### src/rtl/tl_phase_sched.sv
// tl_phase_sched: traffic-light phase scheduler with 1 s prescaler, request latches
// and min/max green timing; chrtsw is decoded straight from the phase register.
module tl_phase_sched #(
   parameter int TICK_DIV = 50_000_000,
   parameter int MIN_GRN  = 5,
   parameter int MAX_GRN  = 20,
   parameter int CHG_SEC  = 3
) (
   input  logic       clk,
   input  logic       rst,
   input  logic       req0,
   input  logic       req1,
   input  logic       hold,
   output logic       sec,
   output logic       chrtsw,
   output logic [1:0] phase,
   output logic       pend0,
   output logic       pend1,
   output logic [4:0] tsec
);
   localparam int PW = $clog2(TICK_DIV);
   typedef enum logic [1:0] {GRN0 = 2'b00, CHG01 = 2'b01, CHG10 = 2'b10, GRN1 = 2'b11} phase_t;
   phase_t        phase_q, phase_d;
   logic [PW-1:0] pcnt_q, pcnt_d;
   logic [4:0]    tsec_q, tsec_d;
   logic          pend0_q, pend0_d, pend1_q, pend1_d;
   always_comb begin
      sec     = pcnt_q == PW'(TICK_DIV - 1);
      pcnt_d  = sec ? '0 : pcnt_q + 1'b1;
      phase_d = phase_q;
      case (phase_q)
         GRN0:    phase_d = (!hold && ((tsec_q >= 5'(MIN_GRN) && pend1_q) || tsec_q >= 5'(MAX_GRN))) ? CHG01 : GRN0;
         CHG01:   phase_d = (tsec_q == 5'(CHG_SEC + 1)) ? GRN1 : CHG01;
         GRN1:    phase_d = (!hold && ((tsec_q >= 5'(MIN_GRN) && pend0_q) || tsec_q >= 5'(MAX_GRN))) ? CHG10 : GRN1;
         default: phase_d = (tsec_q == 5'(CHG_SEC + 1)) ? GRN0 : CHG10;
      endcase
      tsec_d  = (phase_d != phase_q) ? 5'd0 : (sec && tsec_q != 5'd31) ? tsec_q + 5'd1 : tsec_q;
      // entering a way's green clears its flag even if a request arrives on the same edge
      pend0_d = (phase_d == GRN0 && phase_q != GRN0) ? 1'b0 : pend0_q | (req0 && phase_q != GRN0);
      pend1_d = (phase_d == GRN1 && phase_q != GRN1) ? 1'b0 : pend1_q | (req1 && phase_q != GRN1);
   end
   always_ff @(posedge clk or posedge rst) begin
      if (rst) begin
         phase_q <= GRN0;
         pcnt_q  <= '0;
         tsec_q  <= '0;
         pend0_q <= 1'b0;
         pend1_q <= 1'b0;
      end else begin
         phase_q <= phase_d;
         pcnt_q  <= pcnt_d;
         tsec_q  <= tsec_d;
         pend0_q <= pend0_d;
         pend1_q <= pend1_d;
      end
   end
   assign phase  = phase_q;
   assign chrtsw = ~phase_q[0];
   assign tsec   = tsec_q;
   assign pend0  = pend0_q;
   assign pend1  = pend1_q;
endmodule

### config.mk
export PLATFORM = sky130hd
export DESIGN_NAME = tl_phase_sched
export DESIGN_NICKNAME = d
export VERILOG_FILES = /design/src/rtl/tl_phase_sched.sv
export SDC_FILE = /design/constraint.sdc
export NUM_CORES = 1
export LEC_CHECK = 0
export ABC_AREA = 1
export CAP_MARGIN = 10
export CORE_ASPECT_RATIO = 0.8
export CORE_MARGIN = 2
export CORE_UTILIZATION = 35
export DETAILED_ROUTE_END_ITERATION = 6
export DONT_BUFFER_PORTS = 1
export HOLD_SLACK_MARGIN = 0.05
export PLACE_DENSITY = 0.6
export SKIP_LAST_GASP = 1
export SLEW_MARGIN = 20
export SYNTH_ARGS = -nofsm -noshare
export SYNTH_HDL_FRONTEND = slang
export SYNTH_SLANG_ARGS = --single-unit
export TNS_END_PERCENT = 30
### constraint.sdc
create_clock -name clk -period 2.34 [get_ports clk]
set_clock_uncertainty 0.1 [all_clocks]
set_input_delay 0.351 -clock clk [delete_from_list [all_inputs] [get_ports clk]]
set_output_delay 0.351 -clock clk [all_outputs]
set_load 0.02 [all_outputs]
==> results.cfg <==
[cts]
hold_buffers = 1
clock-sinks = 35
cts_max_path_buffers = 2
ctsResizeCount = 0
cts_made_buffers = 5
clkLatencyLatePin_ps = 280
tritoncts = yes
cts-root-buf = clkbuf_8
path_clk_slew_ps = 70
cts_setup_buffers = 0
cts_max_level = 2

[timing]
maxSlewHeadroom = 0.673
setup_tns_ps = 0
drv_slew = 0
fin_crit_ps = 2210
min_period_over_period = 0.944
clock.fmax_mhz = 453
rsz0062_at_grt = no
setup_violations = 0
hold_viol = 0
worst_pin_slew_ps = 488

[cells_and_area]
final_layout_size_suffix_gt1_frac = 0.0782
fin_area_um2 = 2360
fin_nets = 316
n_antenna_cell = 0
syn2layout_area_growth_pct = 8.83

[worst_setup_path]
endpoint_kind = primary output
crit_arrival_ps = 1760
r2r_slack_ps = 400
critical_path_class = reg -> out
r2r-start = pcnt_q[0]
cp_max_fo = 6
path_cells = ha_1 -> nand2_2 -> nor2_4 -> nand2_4 -> nor2_2 -> nand2_1 -> inv_1
r2r_end = tsec[1]
crit_path_top_delay_cell = dfrtp_1
ff2ff_path_depth = 9
cpPeakStageDelay_ps = 410
required_ps = 1890
start_kind = flop

[synth]
ys_types = 28
async_flop_share = 1.00
synth_compound_area_frac = 0.0352
synth-xor-area-share = 0.0727
synth_area_um2 = 2170
synth_enable_flop_cells = 0
synth-warning-count = 0
ys_seq_area_frac = 0.404
synth-main-ff-cell = dfrtp_1
synthesis.nets = 308
synth_top_family_by_area = simple AND/OR/NAND/NOR gates
yosys-mux-area-fraction = 0
ys_ff_latch = 35
synth-simple-area-share = 0.374
synthAdderAreaFrac = 0.0289
syn-mean-instance-area_um2 = 7.27
synth_cells = 298

[route]
via_count = 1822
drc_errors = 0
ant_nets = 0
wl_per_cell_um = 12.6
drt_iter0_drc = 185
postRouteWirelength_um = 4900
dr.pass1.iters = 5
viasPerCell = 4.70

[floorplan]
start_util = 0.365
die_w_um = 92.0
core_um2 = 5940
io_pins = 16
die_y_um = 74.4
dieArea_um2 = 6840
rows = 25

[pwr]
power_frac_clock = 0.402
power_frac_comb = 0.014
p_int_mw = 0.816
p_sw_mw = 0.219
p_per_area_nw_per_um2 = 439
power_mw = 1.04
p_leak_nw = 1.12
max-vdd-ir-drop_uv = 184
seq_power_share = 0.584
swShare = 0.212

[placed_design]
gp_congestion = 0.934
placed_cell_area_um2 = 2270
dp_hpwl_um = 3780
io_buffers = 0

[global_routing]
grt_overflow = 0
grt_pass1_wl_um = 8020
track_usage = 0.154
grt_max_degree = 36
antenna_found_initial = 0
grt_pass1_vias = 1612

[min_path]
hp-start = hold
min_path_cells = 3
min_to = phase[0]
hold_path_class = in -> reg

[job]
maxCapViolations = 0

[run_status]
status = finished, final reports clean
==> through the flow <==
stage	hold slack (ps)	setup slack (ps)	instances	util
floorplan	368	614	298	-
detailed placement	271	379	379	0.381
global route	226	5.53	388	0.397
CTS	199	107	388	0.397
global placement	274	450	379	0.381
finish	207	132	388	0.397
==> logic make-up after synthesis <==
logic type	count (synthesis)
XOR/XNOR	18
adder cells (fa/ha/maj)	5
flip-flops	35
buffers and inverters	47
AND/OR/NAND/NOR	179
AO/OA/AOI/OAI	14
==> placed cells by master, fill, tap and decap left out, drive strengths merged, types with 7 or more instances in the layout <==
master	instances
nand2	77
nor2	58
inv	45
a21oi	7
nand3	21
xor2	15
nand4	9
clkbuf	7
nor3	10
dfrtp	35
==> final cells by class <==
type                       count  area, um2
clock buffer                   7       76.3
clock inverter                 1       5.00
fill                         616       3580
inverter                      45        169
multi-input combinational    216       1110
sequential                    35        876
tap                           81        101
timing repair buffer           3       25.0
==> synthesized netlist by cell type (2+ instances only) <==
master,n,area (um2)
nor3_1,7,35.0
nand3_1,20,100
nand2_1,73,274
nand4_1,9,56.3
inv_2,2,7.51
nand2_4,2,22.5
nor2_2,4,25.0
ha_1,5,62.6
nor2_1,53,199
a21oi_1,7,35.0
xor2_1,15,131
o21ai_0,5,25.0
nand2_2,2,12.5
xnor2_1,3,26.3
inv_1,43,161
nor3_2,2,20.0
dfrtp_1,35,876
==> state kept, by name, summed over array words and instances, names as in the netlist <==
name,cells
pend1,1
pend0,1
pcnt_q,26
phase,2
tsec,5
==> power by group through the flow <==
stage          Sequential [mW]  Clock [mW]  Combinational (mW)
2_1_floorplan            0.616           0             0.00958
3_3_place_gp             0.616           0              0.0148
3_5_place_dp             0.616           0              0.0147
4_1_cts                  0.605       0.431              0.0160
5_1_grt                  0.604       0.459              0.0181
6_report                 0.605       0.416              0.0146
==> critical path: cells and delay by family, from the launching register on <==
kind | cells | cell delay [ps]
flops | 1 | 410
simple gates | 5 | 620
buf+inv | 1 | 200
fa+ha+maj | 1 | 250
==> metal layers <==
| layer | GRT usage | wire length, um | vias up |
|---|---|---|---|
| li1 | - | - | 940 |
| met1 | 0.243 | 2640 | 832 |
| met2 | 0.198 | 1950 | 46 |
| met3 | 0.0405 | 247 | 4 |
| met4 | 0.0580 | 63 | 0 |
| met5 | 0 | 0 | - |
==> how the worst max path moves through the flow <==
stage	endpoint	startpoint	slack [ps]
3_5_place_dp	tsec[1]	pcnt_q[0]	380
3_3_place_gp	tsec[1]	pcnt_q[0]	450
4_1_cts	sec	pcnt_q[0]	110
2_1_floorplan	sec	pcnt_q[0]	610
6_report	sec	pcnt_q[0]	130
5_1_grt	sec	pcnt_q[0]	6
No activity file was read; power rests on OpenSTA's default activity.
